## src/rtl/piccolo_core_if.sv

```systemverilog
// piccolo_core_if: handshake bundle between a plaintext/key producer, the
// Piccolo core and a ciphertext consumer.
//   in_valid / in_ready   : plaintext+key offer, accepted when both high
//   key                   : KEY_BITS cipher key, k0 in the top 16 bits
//   plaintext             : 64-bit block, X0 in the top 16 bits
//   out_valid / out_ready : ciphertext offer, retired when both high
//   ciphertext            : 64-bit result, X0 in the top 16 bits
// master = producer/consumer side, slave = the core.
interface piccolo_core_if #(
  parameter int KEY_BITS = 80
);
  logic                in_valid;
  logic                in_ready;
  logic [KEY_BITS-1:0] key;
  logic [63:0]         plaintext;
  logic                out_valid;
  logic                out_ready;
  logic [63:0]         ciphertext;

  modport master (
    output in_valid, key, plaintext, out_ready,
    input  in_ready, out_valid, ciphertext
  );

  modport slave (
    input  in_valid, key, plaintext, out_ready,
    output in_ready, out_valid, ciphertext
  );
endinterface

```

## src/rtl/piccolo_core.sv

```systemverilog
// piccolo_core: iterative Piccolo-80 / Piccolo-128 encryption core.
// UNROLL rounds are evaluated per clock by a chain of round lanes; each lane
// derives its own round index, constant and key words from rc + lane offset.
// Ports:
//   clk   : rising-edge clock
//   reset : synchronous, active-high
//   bus   : piccolo_core_if slave (in_valid/in_ready/key/plaintext,
//           out_valid/out_ready/ciphertext)
// Latency from the accept cycle to the first out_valid cycle is N+1 where
// N = ceil(R/UNROLL); ciphertext is held until out_ready.
module piccolo_core #(
  parameter int KEY_BITS = 80,
  parameter int UNROLL   = 1
) (
  input logic           clk,
  input logic           reset,
  piccolo_core_if.slave bus
);
  localparam int R   = (KEY_BITS == 128) ? 31 : 25;
  localparam int RCW = 8;
  localparam logic [RCW-1:0] R_L = RCW'(R);
  localparam logic [31:0] CON_XOR = (KEY_BITS == 128) ? 32'h6547a98b : 32'h0f1e2d3c;
  // lsb positions of k4 and of the word paired with it in output whitening
  // (k3 for 80-bit, k7 for 128-bit)
  localparam int K4_LSB = KEY_BITS - 80;
  localparam int KX_LSB = (KEY_BITS == 128) ? 0 : 16;

  if (!(KEY_BITS == 80 || KEY_BITS == 128)) begin : g_bad_key_bits
    $error("piccolo_core: KEY_BITS must be 80 or 128");
  end
  if (UNROLL < 1 || UNROLL > R) begin : g_bad_unroll
    $error("piccolo_core: UNROLL must be in 1..R");
  end

  typedef enum logic [1:0] {IDLE, RUN, DONE} state_t;

  state_t              state_reg, state_next;
  logic [63:0]         x_reg;
  logic [63:0]         ct_reg;
  logic [RCW-1:0]      rc_reg;
  logic [KEY_BITS-1:0] kw_reg;
  logic [31:0]         wk_out_reg;
  logic                last;

  function automatic logic [3:0] sbox(input logic [3:0] a);
    logic [3:0] s;
    case (a)
      4'h0: s = 4'he; 4'h1: s = 4'h4; 4'h2: s = 4'hb; 4'h3: s = 4'h2;
      4'h4: s = 4'h3; 4'h5: s = 4'h8; 4'h6: s = 4'h0; 4'h7: s = 4'h9;
      4'h8: s = 4'h1; 4'h9: s = 4'ha; 4'ha: s = 4'h7; 4'hb: s = 4'hf;
      4'hc: s = 4'h6; 4'hd: s = 4'hc; 4'he: s = 4'h5; default: s = 4'hd;
    endcase
    return s;
  endfunction

  // multiply by x in GF(2^4) / x^4+x+1
  function automatic logic [3:0] gmul2(input logic [3:0] a);
    return {a[2:0], 1'b0} ^ {2'b00, a[3], a[3]};
  endfunction

  function automatic logic [15:0] f_func(input logic [15:0] x);
    logic [3:0] s0, s1, s2, s3, m0, m1, m2, m3;
    s0 = sbox(x[15:12]);
    s1 = sbox(x[11:8]);
    s2 = sbox(x[7:4]);
    s3 = sbox(x[3:0]);
    m0 = gmul2(s0) ^ gmul2(s1) ^ s1 ^ s2 ^ s3;
    m1 = s0 ^ gmul2(s1) ^ gmul2(s2) ^ s2 ^ s3;
    m2 = s0 ^ s1 ^ gmul2(s2) ^ gmul2(s3) ^ s3;
    m3 = gmul2(s0) ^ s0 ^ s1 ^ s2 ^ gmul2(s3);
    return {sbox(m0), sbox(m1), sbox(m2), sbox(m3)};
  endfunction

  // (b0..b7) -> (b2,b7,b4,b1,b6,b3,b0,b5), b0 = most significant byte
  function automatic logic [63:0] rp(input logic [63:0] x);
    return {x[47:40], x[7:0], x[31:24], x[55:48],
            x[15:8], x[39:32], x[63:56], x[23:16]};
  endfunction

  // lane chain: element 0 is the registered state, element UNROLL the result
  logic [63:0]         lane_x [UNROLL+1];
  logic [KEY_BITS-1:0] lane_k [UNROLL+1];

  assign lane_x[0] = x_reg;
  assign lane_k[0] = kw_reg;

  for (genvar gi = 0; gi < UNROLL; gi++) begin : g_lane
    logic [RCW-1:0] ridx;
    logic [4:0]     cidx;
    logic [31:0]    con;
    logic [31:0]    rk;
    logic [15:0]    x0, x1, x2, x3, y1, y3;
    logic [63:0]    mixed;

    assign ridx = rc_reg + RCW'(gi);
    assign cidx = 5'(ridx + 8'd1);
    assign con  = {cidx, 5'b00000, cidx, 2'b00, cidx, 5'b00000, cidx} ^ CON_XOR;

    if (KEY_BITS == 80) begin : g_k80
      logic [2:0] m5;
      assign m5 = 3'(ridx % 8'd5);
      always_comb begin
        rk = con ^ {lane_k[gi][47:32], lane_k[gi][31:16]};
        case (m5)
          3'd1, 3'd4: rk = con ^ {lane_k[gi][79:64], lane_k[gi][63:48]};
          3'd3:       rk = con ^ {lane_k[gi][15:0], lane_k[gi][15:0]};
          default:    ;
        endcase
      end
      assign lane_k[gi+1] = lane_k[gi];
    end else begin : g_k128
      // the word permutation lands just before every round i with i mod 4 == 3
      logic          perm_en;
      logic [127:0]  kperm;
      logic [15:0]   kw [8];
      logic [2:0]    sel_a;
      assign perm_en = (ridx[1:0] == 2'd3) && (ridx < R_L);
      assign kperm   = perm_en ?
        {lane_k[gi][95:80], lane_k[gi][111:96], lane_k[gi][31:16], lane_k[gi][15:0],
         lane_k[gi][127:112], lane_k[gi][79:64], lane_k[gi][63:48], lane_k[gi][47:32]} :
        lane_k[gi];
      always_comb begin
        for (int w = 0; w < 8; w++) begin
          kw[w] = kperm[127-16*w -: 16];
        end
      end
      // rk_2i uses k_((2i+2) mod 8), rk_2i+1 the following word
      assign sel_a = {ridx[1:0] + 2'd1, 1'b0};
      assign rk    = con ^ {kw[sel_a], kw[{sel_a[2:1], 1'b1}]};
      assign lane_k[gi+1] = kperm;
    end

    assign x0    = lane_x[gi][63:48];
    assign x1    = lane_x[gi][47:32];
    assign x2    = lane_x[gi][31:16];
    assign x3    = lane_x[gi][15:0];
    assign y1    = x1 ^ f_func(x0) ^ rk[31:16];
    assign y3    = x3 ^ f_func(x2) ^ rk[15:0];
    assign mixed = {x0, y1, x2, y3};
    // lanes past the final round pass the state through untouched
    assign lane_x[gi+1] = (ridx >= R_L)        ? lane_x[gi] :
                          (ridx == R_L - 8'd1) ? mixed      : rp(mixed);
  end

  assign last = (rc_reg + RCW'(UNROLL)) >= R_L;

  // input whitening keys from the live key bus, output ones captured alongside
  logic [15:0] k0_in, k1_in, k4_in, kx_in;
  assign k0_in = bus.key[KEY_BITS-1 -: 16];
  assign k1_in = bus.key[KEY_BITS-17 -: 16];
  assign k4_in = bus.key[K4_LSB +: 16];
  assign kx_in = bus.key[KX_LSB +: 16];

  always_ff @(posedge clk) begin
    if (reset) begin
      state_reg <= IDLE;
    end else begin
      state_reg <= state_next;
    end
  end

  always_comb begin
    state_next = state_reg;
    case (state_reg)
      IDLE:    if (bus.in_valid) state_next = RUN;
      RUN:     if (last) state_next = DONE;
      DONE:    if (bus.out_ready) state_next = IDLE;
      default: state_next = IDLE;
    endcase
  end

  always_ff @(posedge clk) begin
    if (reset) begin
      x_reg      <= '0;
      ct_reg     <= '0;
      rc_reg     <= '0;
      kw_reg     <= '0;
      wk_out_reg <= '0;
    end else begin
      case (state_reg)
        IDLE: begin
          if (bus.in_valid) begin
            x_reg <= bus.plaintext ^ {k0_in[15:8], k1_in[7:0], 16'h0000,
                                      k1_in[15:8], k0_in[7:0], 16'h0000};
            kw_reg     <= bus.key;
            rc_reg     <= '0;
            wk_out_reg <= {k4_in[15:8], kx_in[7:0], kx_in[15:8], k4_in[7:0]};
          end
        end
        RUN: begin
          x_reg  <= lane_x[UNROLL];
          kw_reg <= lane_k[UNROLL];
          rc_reg <= rc_reg + RCW'(UNROLL);
          if (last) begin
            ct_reg <= lane_x[UNROLL] ^ {wk_out_reg[31:16], 16'h0000,
                                        wk_out_reg[15:0], 16'h0000};
          end
        end
        default: ;
      endcase
    end
  end

  assign bus.in_ready   = (state_reg == IDLE);
  assign bus.out_valid  = (state_reg == DONE);
  assign bus.ciphertext = ct_reg;
endmodule
```

## src/flat_wrapper.sv

```systemverilog
// flat-port wrapper written by rule: the top's interface ports become plain ports
module piccolo_core_flat 
#(
  parameter int KEY_BITS = 80,
  parameter int UNROLL   = 1
)
  (clk, reset, bus_in_valid, bus_key, bus_plaintext, bus_out_ready, bus_in_ready, bus_out_valid, bus_ciphertext);
  piccolo_core_if #(.KEY_BITS(KEY_BITS)) bus_i ();
  input logic clk;
  input logic reset;
  input wire logic [$bits(bus_i.in_valid)-1:0] bus_in_valid;
  input wire logic [$bits(bus_i.key)-1:0] bus_key;
  input wire logic [$bits(bus_i.plaintext)-1:0] bus_plaintext;
  input wire logic [$bits(bus_i.out_ready)-1:0] bus_out_ready;
  output wire logic [$bits(bus_i.in_ready)-1:0] bus_in_ready;
  output wire logic [$bits(bus_i.out_valid)-1:0] bus_out_valid;
  output wire logic [$bits(bus_i.ciphertext)-1:0] bus_ciphertext;
  assign bus_i.in_valid = bus_in_valid;
  assign bus_i.key = bus_key;
  assign bus_i.plaintext = bus_plaintext;
  assign bus_i.out_ready = bus_out_ready;
  assign bus_in_ready = bus_i.in_ready;
  assign bus_out_valid = bus_i.out_valid;
  assign bus_ciphertext = bus_i.ciphertext;
  piccolo_core #(.KEY_BITS(KEY_BITS), .UNROLL(UNROLL)) u_core (.clk(clk), .reset(reset), .bus(bus_i));
endmodule
```

## config.mk

```make
export PLATFORM = sky130hd
export DESIGN_NAME = piccolo_core_flat
export DESIGN_NICKNAME = d
export VERILOG_FILES = /design/src/rtl/piccolo_core_if.sv /design/src/rtl/piccolo_core.sv /design/src/flat_wrapper.sv
export SDC_FILE = /design/constraint.sdc
export NUM_CORES = 1
export LEC_CHECK = 0
export ABC_CLOCK_PERIOD_IN_PS = 9200
export BUFFER_PORTS_ARGS = -buffer_cell sky130_fd_sc_hd__buf_2
export CORE_MARGIN = 1
export CORE_UTILIZATION = 40
export CTS_BUF_LIST = sky130_fd_sc_hd__clkbuf_4
export DETAILED_ROUTE_END_ITERATION = 6
export HOLD_SLACK_MARGIN = 0.03
export REMOVE_ABC_BUFFERS = 1
export SLEW_MARGIN = 20
export SYNTH_ARGS = -nofsm -noshare
export SYNTH_HDL_FRONTEND = slang
export SYNTH_SLANG_ARGS = --single-unit
```

## constraint.sdc

```tcl
create_clock -name clk -period 9.2 [get_ports clk]
set_input_delay 1.84 -clock clk [delete_from_list [all_inputs] [get_ports clk]]
set_output_delay 1.84 -clock clk [all_outputs]
set_load 0.01 [all_outputs]
```

==> impl_metrics.env, run 1 <==
export IMPL_vias=15800
export IMPL_timing_final_ws_setup_ns=1.03
export IMPL_final_hold_violation_count=0
export IMPL_syn_to_final_growth_pct=14.5
export IMPL_max_cap_viol_count=0
export IMPL_min_path_type="reg -> reg"
export IMPL_die_area_mm2=0.0421
export IMPL_cts_setup_buffers=0
export IMPL_slowest_delay_ns=0.69
export IMPL_clock_latency_ns=0.78
export IMPL_cts_tree="built"
export IMPL_ctsResizeCount=0
export IMPL_num_rows=74
export IMPL_setup_viol=0
export IMPL_final_min_clock_period_ns=8.17
export IMPL_yosysMostFrequentCell="nand2_1"
export IMPL_slew_viol_final=0
export IMPL_gp_congestion=0.943
export IMPL_die_w_um=205
export IMPL_cts_htree_levels=3
export IMPL_place_ws_ns=1.22
export IMPL_clockRootBuffer="clkbuf_4"
export IMPL_critPathMaxFanout=19
export IMPL_yosysUniqueCellTypes=100
export IMPL_synth_warnings=0
export IMPL_yosysTopAreaCell="dfxtp_1"
export IMPL_synthArstFlopShare_pct=0
export IMPL_syn_avg_cell_area_um2=8.00
export IMPL_synth_edf_count=0
export IMPL_ios=214
export IMPL_grt_pass1_vias=15200
export IMPL_fmax_mhz=122
export IMPL_synth_top_area_share_pct=30.3
export IMPL_max_clock_path_buffers=3
export IMPL_grt_ovfl_total=0
export IMPL_netlist_area_mm2=0.0165
export IMPL_synthTopCellsByCount="nand2_1 (332), dfxtp_1 (250), xnor2_1 (210), a21oi_1 (195), nor2_1 (118)"
export IMPL_yosys_register_bits=250
export IMPL_ys_top_cells_by_area="dfxtp_1 (30%), xnor2_1 (11%), nand2_1 (7.6%)"
export IMPL_nets=2472
export IMPL_hpwl_um=40300
export IMPL_crit_path_end_kind="register"
export IMPL_wl_per_cell_um=20.4
export IMPL_grt_use_total_pct=27.2
export IMPL_cts_made_buffers=74
export IMPL_grt_pass1_wl_um=88000
export IMPL_slowest_stage="dfxtp_1"
export IMPL_die_y_um=205
export IMPL_crit_required_ns=9.90
export IMPL_grt_max_degree=83
export IMPL_drc=0
export IMPL_via_per_inst=5.59
export IMPL_port_buffers=213
export IMPL_start_util_pct=40.5
export IMPL_cts_sinks=250
export IMPL_status="finished, final reports clean"
export IMPL_startpoint_type="register"
export IMPL_seq_area_frac_synth_pct=30.3
export IMPL_clk_pin_slew_ns=0.06
export IMPL_finalCritPeriodShare_pct=88.8
export IMPL_drtIter0Drc=1295
export IMPL_rsz0062_at_grt="no"
export IMPL_core_area_mm2=0.0407
export IMPL_synth_cells=2062
export IMPL_worstSetupPathType="reg -> reg"
export IMPL_wl_um=57800
export IMPL_antenna_found_initial=2
export IMPL_fin_setup_tns_ns=0
export IMPL_drt_pass1_iter_count=7
export IMPL_synthFlopType="dfxtp_1"
export IMPL_drive_gt1_share_pct=18.6
export IMPL_cp_arrival_ns=8.87
export IMPL_hold_buffers=0
export IMPL_slew_headroom_pct=28.0
export IMPL_ant_nets=0
export IMPL_tightest_slew_ns=1.08
export IMPL_skew_ns=0.0459
## critical path: cells and delay by family (launching register included)
kind,cells,cell delay [ns]
flops,1,0.69
compound gates,10,2.77
mux,1,0.14
fa+ha+maj,4,1.14
xor+xnor,2,0.46
simple gates,9,2.26
buf+inv,5,0.64
## cell type report
cell class | count | area, um^2
Fill cell | 4150 | 21900
Clock buffer | 102 | 766
Inverter | 58 | 218
Timing Repair Buffer | 249 | 1340
Multi-Input combinational cell | 1616 | 10800
Clock inverter | 22 | 114
Tap cell | 532 | 666
Antenna cell | 3 | 7.51
Sequential cell | 250 | 5000
## layout by cell type, fill, tap and decap left out, drive strengths merged, types with 5 or more instances in the layout
master and n:
or2 5, o211ai 17, o221a 5, ha 75, nand2b 15, mux2i 32, or3 8, nor2b 14
xor2 97, clkinv 18, a221o 5, a21oi 198, buf 249, a211oi 20, a31oi 15, a221oi 25
a22oi 49, nand2 334, o2111ai 5, o31a 5, o22ai 49, nand4 8, clkbuf 102, and2 21
nand3 29, o31ai 5, o21ai 124, dfxtp 250, nor3 10, xnor2 211, inv 60, nor2 122
o21a 16, and3 12, a21o 5, o221ai 9, nor3b 7
## worst paths after layout
| check | from | to | slack [ns] | cells after the start |
|---|---|---|---|---|
| setup / recovery | u_core.rc_reg[6] | register | 1.03 | 31 |
| hold / removal | u_core.bus.ciphertext[54] | u_core.bus.ciphertext[54] | 0.44 | 2 |
| setup reg to reg | u_core.rc_reg[6] | register | 1.03 | 31 |
| hold reg to reg | u_core.bus.ciphertext[54] | u_core.bus.ciphertext[54] | 0.44 | 2 |
## kinds of logic after synthesis
family	share of synthesized area [%]
simple gates	16.2
compound gates	23.7
xor+xnor	16.7
flops	30.3
buf+inv	4.70
fa+ha+maj	5.69
mux	2.72
## per-stage QoR
| stage | util [%] | std cells | cell area (um^2) | hold slack (ns) |
|---|---|---|---|---|
| after floorplan | - | 1924 | 15900 | 0.426 |
| after global placement | 44.2 | 2705 | 18000 | 0.435 |
| after detailed placement | 44.2 | 2705 | 18000 | 0.438 |
| after CTS | 46.3 | 2829 | 18900 | 0.450 |
| after global routing | 46.3 | 2831 | 18900 | 0.472 |
| final | 46.3 | 2832 | 18900 | 0.444 |
## metal layers
layer,vias to the layer above,routed length [um],global-route usage [%]
met5,-,0,0
met4,0,1730,10.4
met3,125,3550,4.14
met2,593,26800,44.3
met1,7564,25700,35.8
li1,7557,-,-
Power of run 1 is left out: the tool's default activity adds up to more than one toggle a clock period on the data nets, which glitch-free logic cannot reach.
==> run 2, diff against run 1 <==
Settings changed: CELL_PAD_IN_SITES_DETAIL_PLACEMENT set to 0, CELL_PAD_IN_SITES_GLOBAL_PLACEMENT set to 1, PLACE_DENSITY_LB_ADDON set to 0.1.
==> run 2 against run 1 <==
Compared with the run above:
- non-clock buffer count shrank 1
- clock skew shrank 0.0086 ns
- clock-buffer cell count shrank 2
- core utilization is essentially flat
- global-route usage grew 0.99 points
- design area is essentially flat
- sequential share of layout area is essentially flat
- cell count shrank 0.18%
- largest cell class unchanged
==> impl_metrics.env, run 2 (same netlist as run 1, synthesis figures left out) <==
export IMPL_status="finished, final reports clean"
export IMPL_ios=214
export IMPL_drtIter0Drc=1145
export IMPL_crit_buf_inv=5
export IMPL_core_area_mm2=0.0407
export IMPL_drc=0
export IMPL_num_rows=74
export IMPL_layout_commonest_cell="nand2_1"
export IMPL_setup_viol=0
export IMPL_slowest_stage="dfxtp_1"
export IMPL_final_min_clock_period_ns=8.27
export IMPL_wl_per_cell_um=21.1
export IMPL_rsz0062_at_grt="no"
export IMPL_fillers=4228
export IMPL_critPathMaxFanout=19
export IMPL_die_area_mm2=0.0421
export IMPL_fmax_mhz=121
export IMPL_cts_setup_buffers=0
export IMPL_grt_use_total_pct=28.1
export IMPL_slew_viol_final=0
export IMPL_port_buffers=213
export IMPL_cts_made_buffers=75
export IMPL_cp_arrival_ns=8.95
export IMPL_final_cell_mix="nand2_1 (331), dfxtp_1 (249), buf_2 (212), xnor2_1 (209), a21oi_1 (195)"
export IMPL_gp_congestion=0.905
export IMPL_clockRootBuffer="clkbuf_4"
export IMPL_min_path_type="reg -> reg"
export IMPL_max_clock_path_buffers=3
export IMPL_cts_tree="built"
export IMPL_grt_max_degree=83
export IMPL_die_y_um=205
export IMPL_drive_gt1_share_pct=18.8
export IMPL_multi_input_area_mm2=0.0108
export IMPL_ant_nets=0
export IMPL_grt_pass1_wl_um=89600
export IMPL_via_per_inst=5.53
export IMPL_cts_sinks=250
export IMPL_clock_latency_ns=0.76
export IMPL_cp_top_family="compound AO/OA/AOI/OAI gates"
export IMPL_regArea_mm2=0.00501
export IMPL_crit_required_ns=9.88
export IMPL_final_hold_violation_count=0
export IMPL_wl_um=59700
export IMPL_crit_top_cell="ha_1"
export IMPL_clk_pin_slew_ns=0.07
export IMPL_max_cap_viol_count=0
export IMPL_grt_pass1_vias=14900
export IMPL_syn_to_final_growth_pct=14.4
export IMPL_vias=15600
export IMPL_fin_setup_tns_ns=0
export IMPL_start_util_pct=40.5
export IMPL_die_w_um=205
export IMPL_crit_path_end_kind="register"
export IMPL_grt_ovfl_total=0
export IMPL_finalCritPeriodShare_pct=89.9
export IMPL_drt_pass1_iter_count=5
export IMPL_startpoint_type="register"
export IMPL_hpwl_um=41400
export IMPL_slew_headroom_pct=43.6
export IMPL_hold_buffers=0
export IMPL_tightest_slew_ns=0.843
export IMPL_antenna_found_initial=2
export IMPL_nets=2472
export IMPL_slowest_delay_ns=0.70
export IMPL_worstSetupPathType="reg -> reg"
export IMPL_skew_ns=0.0373
export IMPL_cts_htree_levels=3
-- run 2: changes by cell type in the layout (fill, tap and decap cells not counted), sizes merged --
cell,delta
diode,-2
clkinvlp,+1
buf,-1
inv,-1
clkbuf,-2
-- run 2: area by class of cell --
class / count / share of cell area (%)
well taps: 532 / 3.53
multi-input cells: 1616 / 57.1
diodes: 1 / 0.0133
inverters: 58 / 1.17
clock buffers: 100 / 3.98
repair buffers: 248 / 7.08
flip-flops and latches: 250 / 26.5
clock inverters: 22 / 0.623
-- run 2: timing repair --
item | 4_1_cts | 5_1_grt
hold endpoints to repair | 0 | 0
setup endpoints to repair | 0 | 1
resized for setup | 0 | 2
-- run 2: through the flow --
| step | utilization, % | setup slack, ns | hold slack, ns | instances | cell area [um^2] |
|---|---|---|---|---|---|
| finish | 46.3 | 0.931 | 0.446 | 2827 | 18900 |
| global route | 46.3 | 0.181 | 0.478 | 2827 | 18900 |
| CTS | 46.3 | 0.784 | 0.451 | 2826 | 18900 |
| detailed placement | 44.2 | 0.803 | 0.438 | 2704 | 18000 |
| global placement | 44.2 | 1.01 | 0.434 | 2704 | 18000 |
| floorplan | - | 1.56 | 0.426 | 1924 | 15900 |
-- run 2: tightest hold or removal path: cells and delay by family, from the launching register on --
family	cells	cell delay (ns)
AOI/OAI and AO/OA	1	0.05
DFF	1	0.32
and+or+nand+nor	1	0.04
-- run 2: path summary, 6_finish.rpt --
path / slack, ns / startpoint / to / cells after the start
worst max-delay path: 0.93 / u_core.rc_reg[6] / register / 31
worst min register to register: 0.45 / u_core.bus.ciphertext[56] / u_core.bus.ciphertext[56] / 2
worst min-delay path: 0.45 / u_core.bus.ciphertext[56] / u_core.bus.ciphertext[56] / 2
worst max register to register: 0.93 / u_core.rc_reg[6] / register / 31
-- run 2: routing by layer --
metal	share of wire [%]	global-route usage, %
met5	0	0
met3	6.3	4.68
met1	46	38.3
met2	46	45.4
met4	1.9	8.15
Power of run 2 is left out for the same reason.
